--- src/rtl/rx_serial_pkg.sv ---
// rtl/rx_serial_pkg.sv - shared types and helpers for the 7O1 serial receiver
package rx_serial_pkg;

  localparam int DATA_BITS     = 7;
  localparam int FRAME_SAMPLES = 9;

  typedef enum logic [2:0] {
    INICIAL      = 3'd0,
    ESPERA_START = 3'd1,
    CONFIRMA     = 3'd2,
    RECEBE       = 3'd3,
    ARMAZENA     = 3'd4
  } estado_t;

  // Parity bit that makes the total count of ones odd.
  function automatic logic paridade_impar(input logic [DATA_BITS-1:0] d);
    return ~(^d);
  endfunction

endpackage

--- src/rtl/rx_serial_7o1_if.sv ---
// rtl/rx_serial_7o1_if.sv - serial line, handshake and status bundle
interface rx_serial_7o1_if;
  import rx_serial_pkg::*;

  logic                 dado_serial;
  logic                 recebe;
  logic [DATA_BITS-1:0] dados_ascii;
  logic                 pronto;
  logic                 tem_dado;
  logic                 erro_paridade;
  logic                 erro_stop;
  logic [3:0]           db_estado;

  modport master (
    output dado_serial, recebe,
    input  dados_ascii, pronto, tem_dado, erro_paridade, erro_stop, db_estado
  );

  modport slave (
    input  dado_serial, recebe,
    output dados_ascii, pronto, tem_dado, erro_paridade, erro_stop, db_estado
  );
endinterface

--- src/rtl/rx_serial_uc.sv ---
// rtl/rx_serial_uc.sv - control state machine of the 7O1 receiver
module rx_serial_uc
  import rx_serial_pkg::*;
(
  input  logic    clock,
  input  logic    reset,
  input  logic    linha,
  input  logic    inicio,
  input  logic    amostra,
  input  logic    meio,
  input  logic    fim_bit,
  input  logic    ultimo,
  output logic    cnt_clr,
  output logic    cnt_rld,
  output logic    bits_clr,
  output logic    bit_shift,
  output logic    armazena,
  output estado_t estado
);

  estado_t state_q, state_d;

  always_ff @(posedge clock or posedge reset) begin
    if (reset) state_q <= INICIAL;
    else       state_q <= state_d;
  end

  always_comb begin
    state_d   = state_q;
    cnt_clr   = 1'b0;
    cnt_rld   = 1'b0;
    bits_clr  = 1'b0;
    bit_shift = 1'b0;
    armazena  = 1'b0;
    case (state_q)
      INICIAL: if (linha) state_d = ESPERA_START;
      ESPERA_START: if (inicio) begin
        state_d = CONFIRMA;
        cnt_clr = 1'b1;
      end
      CONFIRMA: if (meio) begin
        if (!amostra) begin
          state_d  = RECEBE;
          cnt_rld  = 1'b1;
          bits_clr = 1'b1;
        end else begin
          state_d = ESPERA_START;
        end
      end
      RECEBE: if (fim_bit) begin
        bit_shift = 1'b1;
        cnt_rld   = 1'b1;
        if (ultimo) state_d = ARMAZENA;
      end
      ARMAZENA: begin
        armazena = 1'b1;
        state_d  = ESPERA_START;
      end
      default: state_d = INICIAL;
    endcase
  end

  assign estado = state_q;

endmodule

--- src/rtl/rx_serial_7o1.sv ---
// rtl/rx_serial_7o1.sv - 7O1 UART receiver datapath; RX_MAJORITY_EN selects 2-of-3 bit voting
module rx_serial_7o1
  import rx_serial_pkg::*;
#(
  parameter int CLKS_PER_BIT = 434,
  parameter int CNT_W        = 9
) (
  input  logic            clock,
  input  logic            reset,
  rx_serial_7o1_if.slave  bus
);

`ifdef RX_MAJORITY_EN
  localparam int OFS = 1;
`else
  localparam int OFS = 0;
`endif
  // Reloading with OFS keeps the bit period at CLKS_PER_BIT while the decision sits at mid+OFS.
  localparam logic [CNT_W-1:0] MEIO_DEC = CNT_W'(CLKS_PER_BIT / 2 - 1 + OFS);
  localparam logic [CNT_W-1:0] BIT_DEC  = CNT_W'(CLKS_PER_BIT - 1 + OFS);
  localparam logic [CNT_W-1:0] RELOAD   = CNT_W'(OFS);

  logic                     sync1_q, sync1_d, sync2_q, sync2_d, rx_prev_q, rx_prev_d;
  logic [CNT_W-1:0]         cnt_q, cnt_d;
  logic [3:0]               bits_q, bits_d;
  logic [FRAME_SAMPLES-1:0] sr_q, sr_d;
  logic [DATA_BITS-1:0]     dados_q, dados_d;
  logic                     pronto_q, pronto_d, tem_dado_q, tem_dado_d;
  logic                     erro_par_q, erro_par_d, erro_stop_q, erro_stop_d;
  logic                     amostra, cnt_clr, cnt_rld, bits_clr, bit_shift, armazena;
  estado_t                  estado;

`ifdef RX_MAJORITY_EN
  logic rx_prev2_q, rx_prev2_d;
  assign rx_prev2_d = rx_prev_q;
  assign amostra = (rx_prev2_q & rx_prev_q) | (rx_prev2_q & sync2_q) | (rx_prev_q & sync2_q);
  always_ff @(posedge clock or posedge reset) begin
    if (reset) rx_prev2_q <= 1'b0;
    else       rx_prev2_q <= rx_prev2_d;
  end
`else
  assign amostra = sync2_q;
`endif

  rx_serial_uc u_uc (
    .clock     (clock),
    .reset     (reset),
    .linha     (sync2_q),
    .inicio    (rx_prev_q & ~sync2_q),
    .amostra   (amostra),
    .meio      (cnt_q == MEIO_DEC),
    .fim_bit   (cnt_q == BIT_DEC),
    .ultimo    (bits_q == 4'(FRAME_SAMPLES - 1)),
    .cnt_clr   (cnt_clr),
    .cnt_rld   (cnt_rld),
    .bits_clr  (bits_clr),
    .bit_shift (bit_shift),
    .armazena  (armazena),
    .estado    (estado)
  );

  always_comb begin
    sync1_d   = bus.dado_serial;
    sync2_d   = sync1_q;
    rx_prev_d = sync2_q;
    cnt_d     = cnt_q + CNT_W'(1);
    if (cnt_clr)      cnt_d = '0;
    else if (cnt_rld) cnt_d = RELOAD;
    bits_d = bits_q;
    if (bits_clr)       bits_d = '0;
    else if (bit_shift) bits_d = bits_q + 4'd1;
    sr_d = bit_shift ? {amostra, sr_q[FRAME_SAMPLES-1:1]} : sr_q;
    // sr_q after the 9th sample: [6:0] data, [7] parity, [8] stop.
    dados_d     = dados_q;
    erro_par_d  = erro_par_q;
    erro_stop_d = erro_stop_q;
    pronto_d    = armazena;
    if (armazena) begin
      dados_d     = sr_q[DATA_BITS-1:0];
      erro_par_d  = sr_q[DATA_BITS] != paridade_impar(sr_q[DATA_BITS-1:0]);
      erro_stop_d = ~sr_q[FRAME_SAMPLES-1];
    end
    tem_dado_d = armazena ? 1'b1 : (bus.recebe ? 1'b0 : tem_dado_q);
  end

  // Synchronizer resets low so a line held low across reset keeps INICIAL waiting.
  always_ff @(posedge clock or posedge reset) begin
    if (reset) begin
      sync1_q     <= 1'b0;
      sync2_q     <= 1'b0;
      rx_prev_q   <= 1'b0;
      cnt_q       <= '0;
      bits_q      <= '0;
      sr_q        <= '0;
      dados_q     <= '0;
      pronto_q    <= 1'b0;
      tem_dado_q  <= 1'b0;
      erro_par_q  <= 1'b0;
      erro_stop_q <= 1'b0;
    end else begin
      sync1_q     <= sync1_d;
      sync2_q     <= sync2_d;
      rx_prev_q   <= rx_prev_d;
      cnt_q       <= cnt_d;
      bits_q      <= bits_d;
      sr_q        <= sr_d;
      dados_q     <= dados_d;
      pronto_q    <= pronto_d;
      tem_dado_q  <= tem_dado_d;
      erro_par_q  <= erro_par_d;
      erro_stop_q <= erro_stop_d;
    end
  end

  assign bus.dados_ascii   = dados_q;
  assign bus.pronto        = pronto_q;
  assign bus.tem_dado      = tem_dado_q;
  assign bus.erro_paridade = erro_par_q;
  assign bus.erro_stop     = erro_stop_q;
  assign bus.db_estado     = {1'b0, estado};

endmodule

--- src/flat_wrapper.sv ---
// flat-port wrapper written by rule: the top's interface ports become plain ports
module rx_serial_7o1_flat import rx_serial_pkg::*;
#(
  parameter int CLKS_PER_BIT = 434,
  parameter int CNT_W        = 9
)
  (clock, reset, bus_dado_serial, bus_recebe, bus_dados_ascii, bus_pronto, bus_tem_dado, bus_erro_paridade, bus_erro_stop, bus_db_estado);
  rx_serial_7o1_if bus_i ();
  input  logic clock;
  input  logic reset;
  input wire logic [$bits(bus_i.dado_serial)-1:0] bus_dado_serial;
  input wire logic [$bits(bus_i.recebe)-1:0] bus_recebe;
  output wire logic [$bits(bus_i.dados_ascii)-1:0] bus_dados_ascii;
  output wire logic [$bits(bus_i.pronto)-1:0] bus_pronto;
  output wire logic [$bits(bus_i.tem_dado)-1:0] bus_tem_dado;
  output wire logic [$bits(bus_i.erro_paridade)-1:0] bus_erro_paridade;
  output wire logic [$bits(bus_i.erro_stop)-1:0] bus_erro_stop;
  output wire logic [$bits(bus_i.db_estado)-1:0] bus_db_estado;
  assign bus_i.dado_serial = bus_dado_serial;
  assign bus_i.recebe = bus_recebe;
  assign bus_dados_ascii = bus_i.dados_ascii;
  assign bus_pronto = bus_i.pronto;
  assign bus_tem_dado = bus_i.tem_dado;
  assign bus_erro_paridade = bus_i.erro_paridade;
  assign bus_erro_stop = bus_i.erro_stop;
  assign bus_db_estado = bus_i.db_estado;
  rx_serial_7o1 #(.CLKS_PER_BIT(CLKS_PER_BIT), .CNT_W(CNT_W)) u_core (.clock(clock), .reset(reset), .bus(bus_i));
endmodule
--- config.mk ---
export PLATFORM = sky130hd
export DESIGN_NAME = rx_serial_7o1_flat
export DESIGN_NICKNAME = d
export VERILOG_FILES = /design/src/rtl/rx_serial_pkg.sv /design/src/rtl/rx_serial_7o1_if.sv /design/src/rtl/rx_serial_uc.sv /design/src/rtl/rx_serial_7o1.sv /design/src/flat_wrapper.sv
export SDC_FILE = /design/constraint.sdc
export NUM_CORES = 1
export LEC_CHECK = 0
export BUFFER_PORTS_ARGS = -buffer_cell sky130_fd_sc_hd__buf_2
export CAP_MARGIN = 10
export CORE_MARGIN = 3
export CORE_UTILIZATION = 30
export DETAILED_ROUTE_END_ITERATION = 10
export GPL_ROUTABILITY_DRIVEN = 0
export MAX_ROUTING_LAYER = met4
export PLACE_DENSITY = 0.52
export SLEW_MARGIN = 25
export SYNTH_ARGS = -nofsm -noshare
export SYNTH_HDL_FRONTEND = slang
export SYNTH_SLANG_ARGS = --single-unit
--- constraint.sdc ---
create_clock -name clock -period 2.2 [get_ports clock]
set_clock_uncertainty 0.15 [all_clocks]
set_input_delay 0.33 -clock clock [delete_from_list [all_inputs] [get_ports clock]]
set_output_delay 0.33 -clock clock [all_outputs]
set_load 0.005 [all_outputs]
==> metrics.yaml, run 1 <==
drt:
  drtIter0Drc: 42
  wl_mm: 3.12
  drc: 0
  dr.pass1.iters: 4
  wire_per_inst_um: 12.0
  antenna_left: 0
  num_vias: 1148
  via_per_inst: 4.42
cts:
  cts_resized: 0
  post_cts_buffers: 0
  htreeDepth: 2
  cts-root-buf: "clkbuf_8"
  cts_tree: "yes"
  insertion_delay_ps: 290
  cts.path.max_buffers: 2
  cts_made_buffers: 5
  cts_sinks: 39
  clkTransAtPathRegs_ps: 80
  ctsHoldBuffers: 1
setup_path:
  worstSetupPathType: "reg2reg"
  crit_arrival_ps: 1900
  end_kind: "flop"
  start_kind: "flop"
  rr_endpoint: "u_core.u_uc.estado[0]"
  crit_start: "u_core.cnt_q[1]"
  worstSetupEndpoint: "u_core.u_uc.estado[0]"
  r2r_slack_ps: 330
  r2r_cells: 6
  cp_max_fo: 4
  cp_data_required_time_ps: 2230
  regToRegStartpoint: "u_core.cnt_q[1]"
global_route:
  grt_max_degree: 40
  grt_pass1_wl_mm: 5.58
  grt_pass1_vias: 1149
  antenna_found_initial: 0
  gr-total-overflow: 0
  grt.total_usage: 0.101
sta:
  setup_viol: 0
  fmax_mhz: 534
  final_max_slew_viol_count: 0
  holdWs_ps: -7.81
  min_period_over_period: 0.850
  rsz0062_at_grt: "no"
  final.setup.tns_ps: 0
  period_minus_slack_ps: 1870
  hold_violations: 11
die:
  die_w_um: 83.7
  dieArea_um2: 7010
  core_um2: 5680
  num_rows: 27
  ios: 19
  start_util: 0.319
  die_h_um: 83.7
run_status:
  violations: "hold timing"
  status: "complete, but fails checks"
synth:
  ys_ff_latch: 39
  synth-edff-count: 0
  synthCells: 163
  synth.cell_area_um2: 1810
  yosysSeqAreaShare: 0.538
  syn-num-nets: 172
  synth_cell_types: 34
  avgSynthCellArea_um2: 11.1
  ys_warn_count: 0
  async_reset_ff_frac: 1.00
  synth_flop_cell: "dfrtp_1"
job:
  drv_cap: 0
final_layout:
  post-route-util: 0.370
  antennaDiodeCount: 0
  nets: 196
  drive_gt1_frac: 0.239
  syn2layout_area_growth_pct: 15.8
worst_hold_path:
  hp-class: "in2async"
pwr:
  power.total_mw: 1.92
  peakVddDrop_mv: 0.437
  powerDensity_nw_per_um2: 916
  p_leak_nw: 1.04
placed_design:
  dp_hpwl_mm: 2.17
  numPortBuffers: 17
==> registers in the layout, summed over array words and instances (netlist names) <==
name	count
u_core.bits_q	4
u_core.sync1_q	1
u_core.bus.dados_ascii	7
u_core.bus.erro_paridade	1
u_core.cnt_q	9
u_core.bus.pronto	1
u_core.amostra	1
u_core.bus.erro_stop	1
u_core.sr_q	9
u_core.u_uc.estado	3
u_core.bus.tem_dado	1
u_core.rx_prev_q	1
==> cell usage after synthesis (2+ instances only) <==
| cell | number | area, µm² |
|---|---|---|
| dfrtp_1 | 39 | 976 |
| mux2_2 | 10 | 113 |
| nor4_1 | 2 | 12.5 |
| inv_1 | 8 | 30.0 |
| nand3_1 | 4 | 20.0 |
| xor2_1 | 3 | 26.3 |
| nor2_1 | 22 | 82.6 |
| nand2_1 | 28 | 105 |
| buf_6 | 2 | 22.5 |
| xnor2_1 | 14 | 123 |
| ha_1 | 5 | 62.6 |
| o21ai_0 | 4 | 20.0 |
==> layout make-up <==
class | count | area (µm²)
Timing Repair Buffer | 21 | 118
Inverter | 9 | 33.8
Clock inverter | 3 | 43.8
Clock buffer | 5 | 68.8
Fill cell | 575 | 3580
Sequential cell | 39 | 976
Multi-Input combinational cell | 111 | 769
Tap cell | 72 | 90.1
==> where the power goes <==
group          switching [mW]  total, mW  internal, mW
clock                   0.258      0.596         0.338
combinational           0.188      0.378         0.189
sequential              0.133      0.950         0.817
==> worst min path at each step <==
| stage | cells after the start | to |
|---|---|---|
| 6_report | 3 | u_core.bus.dados_ascii[0] |
| 2_1_floorplan | 0 | u_core.amostra |
| 3_5_place_dp | 0 | u_core.amostra |
| 5_1_grt | 3 | u_core.bus.dados_ascii[0] |
| 4_1_cts | 3 | u_core.bus.dados_ascii[0] |
| 3_3_place_gp | 0 | u_core.amostra |
==> critical path, stage by stage, from the launching register on <==
cell and delay [ps]:
dfrtp_1 400, inv_1 80, ha_1 200, nand4bb_4 150, nor4_2 300, o21ai_0 180, mux2_2 300
==> stage by stage <==
| stage | hold slack (ps) | setup slack, ps | cells | cell area [µm²] |
|---|---|---|---|---|
| 6_report | -7.81 | 329 | 260 | 2100 |
| 3_3_place_gp | 193 | 324 | 251 | 1980 |
| 3_5_place_dp | 191 | 352 | 251 | 1980 |
| 4_1_cts | 7.61 | 313 | 260 | 2100 |
| 2_1_floorplan | 181 | 465 | 163 | 1810 |
| 5_1_grt | 31.6 | 235 | 260 | 2100 |
==> routing by layer <==
metal  share of wire  vias to the layer above  global-route usage
met5               0                        -                   -
met4           0.014                        0              0.0395
met3           0.053                        5              0.0316
met2            0.43                       25               0.142
met1            0.51                      534               0.135
li1                -                      584                   -
==> cells in the final DEF (no fill, tap or decap), drive strengths merged <==
| master | instances |
|---|---|
| dfrtp | 39 |
| nand2 | 28 |
| nor2 | 22 |
| buf | 20 |
| xnor2 | 14 |
| mux2 | 10 |
| inv | 8 |
| ha | 5 |
| clkbuf | 5 |
| nand3 | 4 |
| o21ai | 4 |
| xor2 | 3 |
| nor4 | 3 |
| clkinv | 3 |
| nand4b | 2 |
| nand4bb | 2 |
| nor3 | 2 |
| nand3b | 1 |
| or4b | 1 |
| a211o | 1 |
| nand4 | 1 |
| mux2i | 1 |
| or3 | 1 |
| a21oi | 1 |
| nand2b | 1 |
| o211ai | 1 |
| o32ai | 1 |
| a221o | 1 |
| conb | 1 |
| bufinv | 1 |
| dlygate4sd3 | 1 |
==> logic make-up after synthesis <==
logic type	share of synthesized area
AOI/OAI and AO/OA	0.0338
xor gates and xnor gates	0.0821
adders and majority gates	0.0345
buffers and inverters	0.0373
DFF	0.538
muxes	0.0676
other	0.00207
and+or+nand+nor	0.204
Power figures use the tool's default switching activity.
==> inputs of run 2 (changes only) <==
--- a/config.mk
+++ b/config.mk
@@ -8,11 +8,11 @@
 export BUFFER_PORTS_ARGS = -buffer_cell sky130_fd_sc_hd__buf_2
 export CAP_MARGIN = 10
 export CORE_MARGIN = 3
-export CORE_UTILIZATION = 30
+export CORE_UTILIZATION = 50
 export DETAILED_ROUTE_END_ITERATION = 10
 export GPL_ROUTABILITY_DRIVEN = 0
 export MAX_ROUTING_LAYER = met4
-export PLACE_DENSITY = 0.52
+export PLACE_DENSITY = 0.75
 export SLEW_MARGIN = 25
 export SYNTH_ARGS = -nofsm -noshare
 export SYNTH_HDL_FRONTEND = slang
==> run 2 against run 1 <==
Compared with the run above:
- the flow now finishes without violations
- cell area is 1.6% lower
- first-iteration DRC count is 110% higher
- via count increased by 4.6%
- critical endpoint is now u_core.cnt_q[8]
- combinational power grew 5%
- total power is 0.76% higher
- wire length is 1.5% lower
- sequential share of layout area up 0.76 points
- clock-buffer cell count is 1 higher
- sequential cell count unchanged
- clock power down 2%
- global-route usage rose by 6.1 points
- largest cell class unchanged
- core utilization is 23 points higher
==> metrics.yaml, run 2 (synthesis gave the netlist of run 1 again) <==
run_status:
  status: "finished clean"
final_layout:
  num-fill-cells: 283  # -51%
  nets: 197  # +0.51%
  final_cell_area_um2: 2070  # -1.6%
  antennaDiodeCount: 0  # unchanged
  drive_gt1_frac: 0.233  # -0.00656
  syn2layout_area_growth_pct: 13.9
  mostFrequentLayoutCells: "dfrtp_1, nand2_1, nor2_1"
  final_common_cell: "dfrtp_1"
  final_cell_count_no_fill: 235  # -9.6%
global_route:
  met1_usage: 0.194  # +0.0593
  grt_max_degree: 40  # unchanged
  met2_usage: 0.254  # +0.112
  grt_use_met3: 0.0527  # +0.0211
  grt_pass1_wl_mm: 5.20  # -6.8%
  grt.total_usage: 0.162  # +0.0609
  gr-total-overflow: 0  # unchanged
  antenna_found_initial: 0  # unchanged
  grt_pass1_vias: 1176  # +2.3%
  grt_most_used_layer: "met2"
drt:
  via_per_inst: 5.11  # +16%
  antenna_left: 0  # unchanged
  wire_per_inst_um: 13.1  # +8.9%
  wl_mm: 3.07  # -1.5%
  dr.pass1.iters: 4  # unchanged
  num_vias: 1201  # +4.6%
  drtIter0Drc: 88  # +110%
  drc: 0  # unchanged
worst_hold_path:
  hp-class: "in2reg"
setup_path:
  end_kind: "flop"
  crit_arrival_ps: 1990  # +90 ps
  cp_slowest_cell: "or4b_4"
  start_kind: "flop"
  cp_data_required_time_ps: 2280  # +50 ps
  worstSetupPathType: "reg2reg"
  cp_max_fo: 9  # +5
  path_cells: "or4b_4 -> nor3_4 -> a211o_2 -> nor2_1"
  critPathMaxStageDelay_ps: 570  # +170 ps
sta:
  fmax_mhz: 524  # -1.9%
  final.setup.tns_ps: 0  # unchanged
  rsz0062_at_grt: "no"
  holdWs_ps: 20.6  # +28.4 ps
  hold_violations: 0  # -11
  period_minus_slack_ps: 1910  # +35.6 ps
  setup_viol: 0  # unchanged
  final_max_slew_viol_count: 0  # unchanged
  min_period_over_period: 0.867  # +0.0162
die:
  core_um2: 3420  # -40%
  die_w_um: 66.2  # -21%
  dieArea_um2: 4380  # -37%
  num_rows: 21  # -22%
  ios: 19  # unchanged
  start_util: 0.531  # +0.211
  die_h_um: 66.2  # -21%
placed_design:
  numPortBuffers: 17  # unchanged
  dp_cells: 225  # -10%
  dp_hpwl_mm: 2.19  # +0.95%
  dpl_cell_area_um2: 1940  # -1.6%
cts:
  htreeDepth: 2  # unchanged
  cts-root-buf: "clkbuf_4"
  cts_resized: 0  # unchanged
  cts_tree: "yes"
  cts.path.max_buffers: 2  # unchanged
  clkTransAtPathRegs_ps: 120  # +40 ps
  insertion_delay_ps: 340  # +50 ps
  cts_sinks: 39  # unchanged
  cts_made_buffers: 5  # unchanged
pwr:
  p_leak_nw: 1.04  # -0.14%
  powerDensity_nw_per_um2: 938  # +2.4%
  peakVddDrop_mv: 0.468  # +7.1%
  power.total_mw: 1.94  # +0.76%
job:
  drv_cap: 0  # unchanged
==> run 2: power breakdown <==
group	switching (mW)	internal (mW)	total [mW]
Sequential	0.139	0.817	0.955
Combinational	0.205	0.191	0.396
Clock	0.232	0.355	0.587
==> run 2: critical path, delay by kind of cell, from the launching register on <==
| kind | cells | cell delay [ps] |
|---|---|---|
| compound gates | 1 | 250 |
| flops | 1 | 480 |
| simple gates | 3 | 910 |
==> run 2: layer usage <==
| metal | wire length, µm | vias to the layer above |
|---|---|---|
| li1 | - | 587 |
| met1 | 1390 | 576 |
| met2 | 1500 | 31 |
| met3 | 140 | 7 |
| met4 | 44 | 0 |
| met5 | 0 | - |
==> run 2: layout make-up <==
cell class / count / area [µm²] / area share
sequential: 39 / 976 / 0.472
multi-input combinational: 111 / 769 / 0.373
timing repair buffer: 22 / 128 / 0.0618
clock inverter: 2 / 60.1 / 0.0291
tap: 46 / 57.6 / 0.0279
clock buffer: 6 / 41.3 / 0.0200
inverter: 9 / 33.8 / 0.0164
==> run 2: path summary, 6_finish.rpt <==
kind                       slack, ps                  end  cells past startpoint                  start
max                              290      u_core.cnt_q[8]                      4  u_core.u_uc.estado[0]
min                               20  u_core.bus.tem_dado                      2             bus_recebe
max reg2reg                      290      u_core.cnt_q[8]                      4  u_core.u_uc.estado[0]
min reg2reg                      210       u_core.amostra                      0         u_core.sync1_q
max in group asynchronous       1080     u_core.bits_q[3]                      4                  reset
min in group asynchronous        470       u_core.sr_q[1]                      4                  reset
==> run 2: per-stage QoR <==
step,utilization,setup WS [ps]
2_1_floorplan,-,465
3_3_place_gp,0.569,409
3_5_place_dp,0.569,304
4_1_cts,0.605,288
5_1_grt,0.605,164
6_report,0.605,293
==> run 2: what timing repair did <==
item                      4_1_cts  5_1_grt
setup buffers                   0        0
hold endpoints to repair       40        0
hold buffers                    2        0
